[config.mk]
export PLATFORM = sky130hd
export DESIGN_NAME = sync_word_qualifier_flat
export DESIGN_NICKNAME = d
export VERILOG_FILES = /design/src/rtl/sync_word_qualifier_if.sv /design/src/rtl/sync_word_qualifier.sv /design/src/flat_wrapper.sv
export SDC_FILE = /design/constraint.sdc
export NUM_CORES = 1
export LEC_CHECK = 0
export CAP_MARGIN = 20
export CORE_MARGIN = 2
export CORE_UTILIZATION = 25
export DETAILED_ROUTE_END_ITERATION = 12
export GPL_TIMING_DRIVEN = 0
export MAX_ROUTING_LAYER = met4
export PLACE_DENSITY = 0.43
export SYNTH_ARGS = -nofsm -noshare
export SYNTH_HDL_FRONTEND = slang
export SYNTH_SLANG_ARGS = --single-unit
[constraint.sdc]
create_clock -name clk -period 5.11 [get_ports clk]
set_clock_uncertainty 0.05 [all_clocks]
set_input_delay 1.022 -clock clk [delete_from_list [all_inputs] [get_ports clk]]
set_output_delay 1.022 -clock clk [all_outputs]
set_load 0.05 [all_outputs]
[src/rtl/sync_word_qualifier_if.sv]
// rtl/sync_word_qualifier_if.sv - word input and show-ahead output handshake bundle
interface sync_word_qualifier_if #(
    parameter int M = 15
);
    logic [M-1:0] data_in;
    logic         strobe;
    logic [M-1:0] out_data;
    logic         out_valid;
    logic         out_ready;

    modport master (
        output data_in,
        output strobe,
        output out_ready,
        input  out_data,
        input  out_valid
    );

    modport slave (
        input  data_in,
        input  strobe,
        input  out_ready,
        output out_data,
        output out_valid
    );
endinterface

[src/rtl/sync_word_qualifier.sv]
// rtl/sync_word_qualifier.sv - stability qualifier for a synchronized word feeding a show-ahead FIFO
module sync_word_qualifier #(
    parameter int M       = 15,
    parameter int DEPTH   = 8,
    parameter int STABLE  = 3,
    parameter int TIMEOUT = 16
) (
    input  logic                     clk,
    input  logic                     rst,
    sync_word_qualifier_if.slave     bus,
    output logic [$clog2(DEPTH):0]   level,
    output logic                     overflow,
    output logic                     timeout_err
);
    localparam int AW = $clog2(DEPTH);
    localparam int LW = AW + 1;
    localparam int CW = $clog2(STABLE + 1);
    localparam int WW = $clog2(TIMEOUT + 1);

    localparam logic [CW-1:0] CNT_LAST  = CW'(STABLE - 1);
    localparam logic [WW-1:0] WAIT_LAST = WW'(TIMEOUT - 1);
    localparam logic [LW-1:0] FULL      = LW'(DEPTH);

    typedef enum logic {
        IDLE = 1'b0,
        QUAL = 1'b1
    } state_t;

    state_t          state, state_nxt;
    logic [M-1:0]    cand, cand_nxt;
    logic [CW-1:0]   cnt, cnt_nxt;
    logic [WW-1:0]   wait_cnt, wait_nxt;
    logic            push, abandon;

    logic [M-1:0]    mem [DEPTH];
    logic [AW-1:0]   wr_ptr, rd_ptr;
    logic            push_ok, pop, drop;

    always_ff @(posedge clk) begin
        if (rst) begin
            state    <= IDLE;
            cand     <= '0;
            cnt      <= '0;
            wait_cnt <= '0;
        end else begin
            state    <= state_nxt;
            cand     <= cand_nxt;
            cnt      <= cnt_nxt;
            wait_cnt <= wait_nxt;
        end
    end

    // QUAL rules are priority ordered: a completing push or a timeout swallows a same-cycle strobe.
    always_comb begin
        state_nxt = state;
        cand_nxt  = cand;
        cnt_nxt   = cnt;
        wait_nxt  = wait_cnt;
        push      = 1'b0;
        abandon   = 1'b0;
        case (state)
            IDLE: begin
                if (bus.strobe) begin
                    cand_nxt  = bus.data_in;
                    cnt_nxt   = CW'(1);
                    wait_nxt  = WW'(1);
                    state_nxt = QUAL;
                end
            end
            QUAL: begin
                if (bus.data_in == cand && cnt == CNT_LAST) begin
                    push      = 1'b1;
                    state_nxt = IDLE;
                end else if (wait_cnt == WAIT_LAST) begin
                    abandon   = 1'b1;
                    state_nxt = IDLE;
                end else if (bus.strobe) begin
                    cand_nxt = bus.data_in;
                    cnt_nxt  = CW'(1);
                    wait_nxt = WW'(1);
                end else if (bus.data_in == cand) begin
                    cnt_nxt  = cnt + CW'(1);
                    wait_nxt = wait_cnt + WW'(1);
                end else begin
                    cand_nxt = bus.data_in;
                    cnt_nxt  = CW'(1);
                    wait_nxt = wait_cnt + WW'(1);
                end
            end
            default: state_nxt = IDLE;
        endcase
    end

    // Fullness is judged before any same-cycle pop, so a full FIFO drops even while draining.
    assign drop    = push && (level == FULL);
    assign push_ok = push && (level != FULL);
    assign pop     = bus.out_valid && bus.out_ready;

    always_ff @(posedge clk) begin
        if (!rst && push_ok) begin
            mem[wr_ptr] <= cand;
        end
    end

    always_ff @(posedge clk) begin
        if (rst) begin
            wr_ptr      <= '0;
            rd_ptr      <= '0;
            level       <= '0;
            overflow    <= 1'b0;
            timeout_err <= 1'b0;
        end else begin
            if (push_ok) begin
                wr_ptr <= wr_ptr + AW'(1);
            end
            if (pop) begin
                rd_ptr <= rd_ptr + AW'(1);
            end
            case ({push_ok, pop})
                2'b10:   level <= level + LW'(1);
                2'b01:   level <= level - LW'(1);
                default: level <= level;
            endcase
            if (drop) begin
                overflow <= 1'b1;
            end
            if (abandon) begin
                timeout_err <= 1'b1;
            end
        end
    end

    assign bus.out_valid = (level != '0);
    assign bus.out_data  = bus.out_valid ? mem[rd_ptr] : '0;
endmodule

[src/flat_wrapper.sv]
// flat-port wrapper written by rule: the top's interface ports become plain ports
module sync_word_qualifier_flat 
#(
    parameter int M       = 15,
    parameter int DEPTH   = 8,
    parameter int STABLE  = 3,
    parameter int TIMEOUT = 16
)
  (clk, rst, level, overflow, timeout_err, bus_data_in, bus_strobe, bus_out_ready, bus_out_data, bus_out_valid);
  sync_word_qualifier_if #(.M(M)) bus_i ();
  input  logic clk;
  input  logic rst;
  output logic [$clog2(DEPTH):0] level;
  output logic overflow;
  output logic timeout_err;
  input wire logic [$bits(bus_i.data_in)-1:0] bus_data_in;
  input wire logic [$bits(bus_i.strobe)-1:0] bus_strobe;
  input wire logic [$bits(bus_i.out_ready)-1:0] bus_out_ready;
  output wire logic [$bits(bus_i.out_data)-1:0] bus_out_data;
  output wire logic [$bits(bus_i.out_valid)-1:0] bus_out_valid;
  assign bus_i.data_in = bus_data_in;
  assign bus_i.strobe = bus_strobe;
  assign bus_i.out_ready = bus_out_ready;
  assign bus_out_data = bus_i.out_data;
  assign bus_out_valid = bus_i.out_valid;
  sync_word_qualifier #(.M(M), .DEPTH(DEPTH), .STABLE(STABLE), .TIMEOUT(TIMEOUT)) u_core (.clk(clk), .rst(rst), .bus(bus_i), .level(level), .overflow(overflow), .timeout_err(timeout_err));
endmodule
==> results.md, run 1 <==
* Die X-Extent at 166 microns
* Synth async-reset ratio at 0
* Nets at 510
* First-pass DRT Iterations at 4
* Fin. max-slew vios at 0
* Reg power frac at 0.513
* H-tree level count at 4
* Critical Path Start Type: flop
* Die Span Y at 166 microns
* Global route overflow at 0
* Worst-path fanout max at 10
* CTS Buffer Depth at 2
* Status: finished clean
* Post-Route WL at 14,600 microns
* Initial core utilization at 0.253
* DR vias at 3,698
* Setup Buffers After CTS at 0
* Post-synth EDFFs at 120
* Syn_area_per_cell at 15.8 sq um
* Global-route wire length before repair at 22,500 microns
* Clock slew at reported path FFs at 60 ps
* # IOs at 41
* Relative max-transition margin at 0.364
* CP Class: reg2out
* Yosys Warn Count at 0
* Most frequent cell after synthesis: edfxtp_1
* Core Area at 25,800 sq um
* Largest net degree at the start of global routing at 17
* Port Buffers at 40
* Die Area at 27,400 sq um
* Fill count at 2,575
* Worst path required time at 4040 ps
* CTS tree: done
* Switching part of the total at 0.207
* Synthesized flop and latch total at 158
* Synth top area share at 0.552
* Max-cap viol count at 0
* Leading area contributor after synthesis: edfxtp_1
* Clock Sinks at 158
* Fmax at 240 MHz
* ANT nets after route at 0
* Power share of the combinational group at 0.030
* Hpwl dp at 10,600 microns
* Initial DRC Count at 217
* Hold Buf Count CTS at 0
* Final Power at 0.00278 W
* # rows at 59
* Leak pwr at 2.59 nW
* Via density at 4.45
* Routed len/inst at 17.6 microns
* CTS Buf Count at 17
* # DRC at 0
* Final Hold Vio Count at 0
* RePlAce Congestion at 0.726
* GRT Total Usage at 0.118
* Tmin final at 4160 ps
* Crit. End Element: primary output
* Initial antenna violation count at 0
* Register area share after synthesis at 0.669
* Synth Flop Type: edfxtp_1
* Unrepaired setup endpoints after global routing: no
* Setup violations, final at 0
* Share of cells above drive strength 1 at 0.194
* Arrival time worst endpoint at 3090 ps
* Final Hold Slack at 430 ps
* Mapped Nets at 439
* Psw at 0.000575 W
* Worst VDD drop at 0.000213 V
* Number of global-route vias before repair at 3,886
* Internal power at 0.00221 W
* Synthesized area at 6530 sq um
* Distinct cell type count after synthesis at 47
* Fin crit share at 0.814
* Post-CTS Resized at 0
* Min-delay worst type: reg2reg
* Power Density at 343 nW/um^2
* Slew @ Worst Pin at 949 ps
* Post-Synthesis Cells at 412
* Root Driver: clkbuf_16
* Clk_lat worst skew at 420 ps
* Synth-to-Final Area Change at 24.1%
* Clock share of power at 0.457
* Ranking of synthesized cells by area: edfxtp_1 (55%), dfxtp_1 (12%), mux4_2 (10%)
* Most instantiated cells after synthesis: edfxtp_1 (120), nand2_1 (39), dfxtp_1 (38)
-- cells by family after synthesis --
family,Yosys count,share of synthesized area
buffers and inverters,26,0.0174
multiplexers,62,0.153
XOR/XNOR,20,0.0303
adder cells (fa/ha/maj),8,0.0153
flip-flops,158,0.669
AND/OR/NAND/NOR,106,0.0803
AO/OA/AOI/OAI,32,0.0353
-- final timing paths --
kind | from | endpoint | slack (ps) | depth (start not counted)
worst min-delay path | u_core.timeout_err$_SDFFE_PP0P_ | u_core.timeout_err$_SDFFE_PP0P_ | 430 | 2
worst max-delay path | flop | bus_out_data[6] | 950 | 5
worst min register to register | u_core.timeout_err$_SDFFE_PP0P_ | u_core.timeout_err$_SDFFE_PP0P_ | 430 | 2
worst max register to register | u_core.cand[7]$_SDFFE_PP0P_ | u_core.level[2]$_SDFFE_PP0P_ | 1690 | 12
-- area by class of cell --
cell class,instances,area (sq um),area share
clock buffers,18,429,0.0530
clock inverters,13,165,0.0204
diodes,1,2.50,0.000309
flip-flops and latches,158,4360,0.539
plain buffers,20,91.3,0.0113
well taps,335,419,0.0517
repair buffers,52,520,0.0642
multi-input cells,228,2090,0.258
inverters,6,22.5,0.00278
-- cells in the final DEF (no fill, tap or decap), types with 7 or more instances in the layout --
master / n
a21oi_1: 9
buf_4: 7
clkbuf_1: 15
clkbuf_16: 17
clkdlybuf4s50_1: 40
dfxtp_1: 38
edfxtp_1: 120
ha_1: 8
mux2i_1: 32
mux4_2: 30
nand2_1: 39
nor2_1: 27
o21ai_0: 8
xnor2_1: 13
-- state kept, by name (all words and copies together) (netlist names), named ones only --
name	cells
u_core.mem	120
u_core.cand	15
u_core.wait_cnt	5
u_core.level	4
u_core.rd_ptr	3
u_core.wr_ptr	3
u_core.cnt	2
u_core.overflow	1
u_core.state	1
u_core.timeout_err	1
-- power groups by stage --
stage                     logic [W]  registers [W]  clock network (W)
after global placement    0.0000836        0.00145                  0
after CTS                 0.0000852        0.00143            0.00130
after floorplan           0.0000537        0.00144                  0
after detailed placement  0.0000851        0.00146                  0
after global routing      0.0000932        0.00143            0.00135
final                     0.0000839        0.00143            0.00127
-- worst max-delay path, cell delays in order (launching register included) --
cell,delay [ps]
dfxtp_1,300
clkbuf_1,390
clkbuf_1,740
mux2i_1,260
nor2_1,160
clkdlybuf4s50_1,820
-- layer usage --
metal	vias to the layer above	global-route usage	wire length (microns)
met5	-	-	0
met2	71	0.196	7260
li1	1727	-	-
met4	0	0.0415	243
met3	19	0.0272	495
met1	1881	0.143	6610
-- stage by stage --
| stage | worst slack [ps] | utilization | cells | TNS, ps | cell area (sq um) |
|---|---|---|---|---|---|
| floorplan | 971 | - | 412 | 0 | 6530 |
| global placement | -1700 | 0.284 | 787 | -81650 | 7350 |
| detailed placement | 759 | 0.290 | 799 | 0 | 7500 |
| CTS | 800 | 0.313 | 830 | 0 | 8100 |
| global route | 754 | 0.313 | 830 | 0 | 8100 |
| finish | 949 | 0.314 | 831 | 0 | 8100 |
(Power assumes the default switching activity.)
==> run 2, diff against run 1 <==
- PLACE_DENSITY: 0.43 -> 0.45
- clock period: 5.11 -> 3.7 ns (I/O delays scaled with it)
==> run 2 against run 1 <==
Against the previous run: sequential cell count did not move; final cell count did not move; register-to-register slack got worse by 1200 ps; combinational power rose by 47%; clock power rose by 43%; critical endpoint is now u_core.level[2]$_SDFFE_PP0P_; non-clock buffer count did not move; via count rose by 0.89%.
==> results.md, run 2 (synthesis gave the netlist of run 1 again) <==
* CTS tree: done
* Fill count at 2,550
* Hold Crit Start: u_core.overflow$_SDFFE_PP0P_
* Biggest register: u_core.mem
* Min-delay worst type: reg2reg
* M2 GR Usage at 0.174
* Hold Path Depth at 2
* First-pass DRT Iterations at 4
* Fmax at 286 MHz
* TNS Setup at 0 ps
* Global-route wire length before repair at 22,200 microns
* Commonest non-fill, non-tap cell in the layout: edfxtp_1
* Relative max-transition margin at 0.374
* Max-cap viol count at 0
* Global route overflow at 0
* Worst R2R Setup Slack at 530 ps
* Worst VDD drop at 0.000252 V
* CTS Buffer Depth at 2
* Crit Reg-Reg Startpoint: u_core.cand[13]$_SDFFE_PP0P_
* Post-Layout Cell Count at 831
* Max reg flops at 120
* ANT nets after route at 0
* Initial antenna violation count at 0
* Largest net degree at the start of global routing at 18
* Worst-path fanout max at 10
* Placed instance count at 796
* Initial DRC Count at 275
* # rows at 59
* Via density at 4.49
* Critical Path Start Type: input port
* Final Hold Vio Count at 0
* GRT busiest layer: met2
* Final core utilization at 0.317
* # DRC at 0
* Root Driver: clkbuf_16
* Nets at 510
* Clk_lat worst skew at 420 ps
* Multi-input gate area at 2120 sq um
* Port Buffers at 40
* Status: finished clean
* Slew @ Worst Pin at 934 ps
* CP Class: in2reg
* Fin crit share at 0.944
* Hold Buf Count CTS at 0
* RePlAce Congestion at 0.762
* Final Hold Slack at 442 ps
* Leak pwr at 2.65 nW
* Crit. End Element: flop
* Commonest cells after routing, fill and taps aside: edfxtp_1 (120), clkdlybuf4s50_1 (40), nand2_1 (38), dfxtp_1 (38), mux2i_1 (32)
* Die X-Extent at 166 microns
* Die Area at 27,400 sq um
* N_diodes at 0
* Reg2reg path depth at 12
* Clock slew at reported path FFs at 70 ps
* Number of global-route vias before repair at 3,808
* GRT Total Usage at 0.116
* Setup violations, final at 0
* DR vias at 3,731
* Core Area at 25,800 sq um
* Final Power at 0.00390 W
* WHS Endpoint: u_core.overflow$_SDFFE_PP0P_
* Routed len/inst at 17.8 microns
* Worst path required time at 4000 ps
* Post-Route WL at 14,800 microns
* Power Density at 476 nW/um^2
* H-tree level count at 4
* Initial core utilization at 0.253
* Fin. max-slew vios at 0
* Share of cells above drive strength 1 at 0.212
* Met1 Track Usage GR at 0.157
* Arrival time worst endpoint at 3790 ps
* Top flop regs: u_core.mem x120, u_core.cand x15, u_core.wait_cnt x5
* Synth-to-Final Area Change at 25.7%
* Die Span Y at 166 microns
* # IOs at 41
* Critical R2R Capture: u_core.level[2]$_SDFFE_PP0P_
* CTS Buf Count at 17
* Grt met3 use at 0.0322
* Sequential cell area at 4360 sq um
* Clock Sinks at 158
* Hpwl dp at 10,300 microns
* Tmin final at 3490 ps
* Unrepaired setup endpoints after global routing: no
==> run 2: cell types whose count changed in the layout (fill, tap and decap cells not counted), moves of 4 or more <==
cell,previous run,this run
clkbuf_1,15,9
inv_8,1,5
clkbuf_2,0,4
buf_2,4,0
clkbuf_4,0,4
==> run 2: power by group <==
group,internal [W],total [W],switching [W]
Sequential,0.00193,0.00196,0.0000350
Combinational,0.0000594,0.000123,0.0000638
Clock,0.00103,0.00182,0.000785
==> run 2: worst max-delay path, stage by stage <==
cell and delay [ps]:
clkdlybuf4s50_1 540, xnor2_1 160, nand4_1 250, nor4_4 330
buf_4 230, nand2_2 170, ha_1 300, xor2_1 160
ha_1 190, a21oi_1 140, xor2_1 100, or3_1 320
a21oi_1 140
==> run 2: final cells by class <==
class / count / share of cell area
plain buffers: 20 / 0.0134
clock buffers: 17 / 0.0519
clock inverters: 15 / 0.0233
inverters: 6 / 0.00275
multi-input cells: 228 / 0.259
flip-flops and latches: 158 / 0.532
well taps: 335 / 0.0511
repair buffers: 52 / 0.0664
==> run 2: routing by layer <==
metal	routed length, microns	vias to the layer above
met5	0	-
met4	95	0
met3	585	7
met2	6860	76
met1	7240	1915
li1	-	1733
==> run 2: repair_timing <==
item	CTS	global route
endpoints found under the setup margin	13	28
pin swaps	0	4
setup buffers	0	3
gates resized for setup	7	8
==> run 2: metrics by stage <==
step                      area [sq um]  setup WS, ps
after floorplan                   6540          26.6
after global placement            7360         -2320
after detailed placement          7510          -515
after CTS                         8150          16.3
after global routing              8200          1.60
final                             8200           209
==> run 2: how the worst max path moves through the flow <==
stage	from	to	slack, ps	cells past startpoint
after floorplan	bus_data_in[8]	u_core.mem[2][0]$_DFFE_PP_	30	6
after global placement	bus_data_in[2]	u_core.mem[2][8]$_DFFE_PP_	-2320	7
after detailed placement	bus_data_in[1]	u_core.level[2]$_SDFFE_PP0P_	-520	13
after CTS	flop	bus_out_data[13]	20	5
after global routing	bus_data_in[13]	u_core.level[2]$_SDFFE_PP0P_	2	13
final	bus_data_in[13]	u_core.level[2]$_SDFFE_PP0P_	210	13
==> run 3, diff against run 2 <==
- CORE_UTILIZATION: 25 -> 53
- CTS_CLUSTER_DIAMETER: not set -> 200
- PLACE_DENSITY: 0.45 -> 0.78
==> run 3 against run 2 <==
Against the previous run: critical path type is now reg2out; register-to-register slack got worse by 100 ps; highest routed layer unchanged; die area fell by 52%; count of clock-buffer cells in the layout rose by 1; total power fell by 0.84%; worst hold slack got worse by 16 ps; worst setup slack got worse by 110 ps; non-clock buffer count rose by 1; first-iteration DRC count rose by 32%.
==> results.md, run 3 (synthesis gave the netlist of run 1 again) <==
* Min-delay worst type: reg2reg
* RePlAce Congestion at 0.840
* Crit. End Element: primary output
* Setup violations, final at 0
* Biggest register: u_core.mem
* Switching part of the total at 0.199
* Hold Crit Start: u_core.overflow$_SDFFE_PP0P_
* Synth-to-Final Area Change at 21.6%
* Global route overflow at 0
* CTS Buf Count at 17
* Nets at 511
* Worst R2R Setup Slack at 430 ps
* Critical Path Start Type: flop
* Reg power frac at 0.507
* Initial antenna violation count at 0
* CTS Buffer Depth at 2
* Commonest non-fill, non-tap cell in the layout: edfxtp_1
* # IOs at 41
* Largest net degree at the start of global routing at 17
* Psw at 0.000770 W
* Die Area at 13,200 sq um
* H-tree level count at 4
* Sequential cell area at 4360 sq um
* Max-cap viol count at 0
* Clk_lat worst skew at 420 ps
* Relative max-transition margin at 0.447
* Hold Path Depth at 2
* Initial DRC Count at 363
* Routed len/inst at 21.7 microns
* Worst path required time at 2910 ps
* Commonest cells after routing, fill and taps aside: edfxtp_1 (120), clkdlybuf4s50_1 (40), nand2_1 (38), dfxtp_1 (38), mux2i_1 (32)
* Global-route wire length before repair at 21,800 microns
* Die X-Extent at 115 microns
* Arrival time worst endpoint at 2810 ps
* GRT Total Usage at 0.238
* ANT nets after route at 0
* Top flop regs: u_core.mem x120, u_core.cand x15, u_core.wait_cnt x5
* N_diodes at 0
* CTS tree: done
* Multi-input gate area at 2120 sq um
* Root Driver: clkbuf_16
* Leak pwr at 2.63 nW
* Port Buffers at 40
* Placed instance count at 610
* Unrepaired setup endpoints after global routing: no
* Die Span Y at 115 microns
* Reg2reg path depth at 12
* Fmax at 278 MHz
* TNS Setup at 0 ps
* Fin. max-slew vios at 0
* Max reg flops at 120
* Hpwl dp at 8950 microns
* Worst-path fanout max at 10
* WHS Endpoint: u_core.overflow$_SDFFE_PP0P_
* Clock share of power at 0.460
* Status: finished clean
* Crit Reg-Reg Startpoint: u_core.cand[5]$_SDFFE_PP0P_
* Slew @ Worst Pin at 826 ps
* Critical R2R Capture: u_core.level[2]$_SDFFE_PP0P_
* Hold Buf Count CTS at 0
* # DRC at 0
* Tmin final at 3600 ps
* Fin crit share at 0.973
* Internal power at 0.00310 W
* Fill count at 801
* Number of global-route vias before repair at 3,869
* Share of cells above drive strength 1 at 0.202
* Post-Layout Cell Count at 643
* Power share of the combinational group at 0.032
* First-pass DRT Iterations at 4
* Core Area at 12,000 sq um
* DR vias at 3,848
* Initial core utilization at 0.543
* Post-Route WL at 14,000 microns
* Worst VDD drop at 0.000289 V
* # rows at 40
* Clock Sinks at 158
* Final Hold Vio Count at 0
* Clock slew at reported path FFs at 60 ps
* CP Class: reg2out
* Power Density at 488 nW/um^2
* Via density at 5.98
-- run 3: changes by cell type in the layout (fill, tap and decap cells not counted), moves of 3 or more --
| cell | change |
|---|---|
| inv_6 | -5 |
| inv_8 | -5 |
| buf_6 | +4 |
| clkinv_1 | +3 |
-- run 3: critical path, cell delays in order (launching register included) --
cell,delay (ps)
dfxtp_1,310
clkbuf_1,460
clkbuf_2,470
mux2i_1,370
nor2_1,70
clkdlybuf4s50_1,710
-- run 3: layout make-up --
cell class / instances / share of cell area
clock inverter: 13 / 0.0218
tap: 147 / 0.0232
multi-input combinational: 228 / 0.268
buffer: 20 / 0.0128
timing repair buffer: 53 / 0.0679
clock buffer: 18 / 0.0541
sequential: 158 / 0.550
inverter: 6 / 0.00284
-- run 3: what timing repair did --
item,4_1_cts,5_1_grt
pin swaps,1,2
setup buffers,0,2
gates cloned,0,0
setup endpoints to repair,11,11
gates resized for setup,4,7
-- run 3: layer usage --
metal / global-route usage / share of wire / up-vias
li1: - / - / 1731
met1: 0.308 / 0.42 / 1930
met2: 0.367 / 0.49 / 159
met3: 0.0496 / 0.058 / 28
met4: 0.106 / 0.027 / 0
met5: - / 0 / -
-- run 3: worst max path at each step --
stage	startpoint	endpoint	slack [ps]
after floorplan	bus_data_in[8]	u_core.mem[2][0]$_DFFE_PP_	30
after global placement	bus_data_in[0]	u_core.mem[2][6]$_DFFE_PP_	-2090
after detailed placement	bus_data_in[2]	u_core.level[2]$_SDFFE_PP0P_	-470
after CTS	u_core.level[0]$_SDFFE_PP0P_	bus_out_data[11]	60
after global routing	bus_data_in[10]	u_core.level[2]$_SDFFE_PP0P_	2
final	flop	bus_out_data[13]	100
-- run 3: stage by stage --
step	hold slack, ps	util	power, W	cell area, sq um	setup WS (ps)
floorplan	417	-	0.00206	6540	26.6
global placement	409	0.593	0.00211	7120	-2090
detailed placement	415	0.607	0.00212	7290	-468
CTS	432	0.658	0.00389	7910	59.0
global route	473	0.661	0.00397	7940	1.85
finish	426	0.661	0.00387	7940	101
-- run 3: power groups by stage --
stage | clock, W | sequential (W) | combinational (W)
4_1_cts | 0.00180 | 0.00196 | 0.000123
5_1_grt | 0.00187 | 0.00197 | 0.000133
3_3_place_gp | 0 | 0.00200 | 0.000116
6_report | 0.00178 | 0.00196 | 0.000125
2_1_floorplan | 0 | 0.00199 | 0.0000742
3_5_place_dp | 0 | 0.00200 | 0.000120
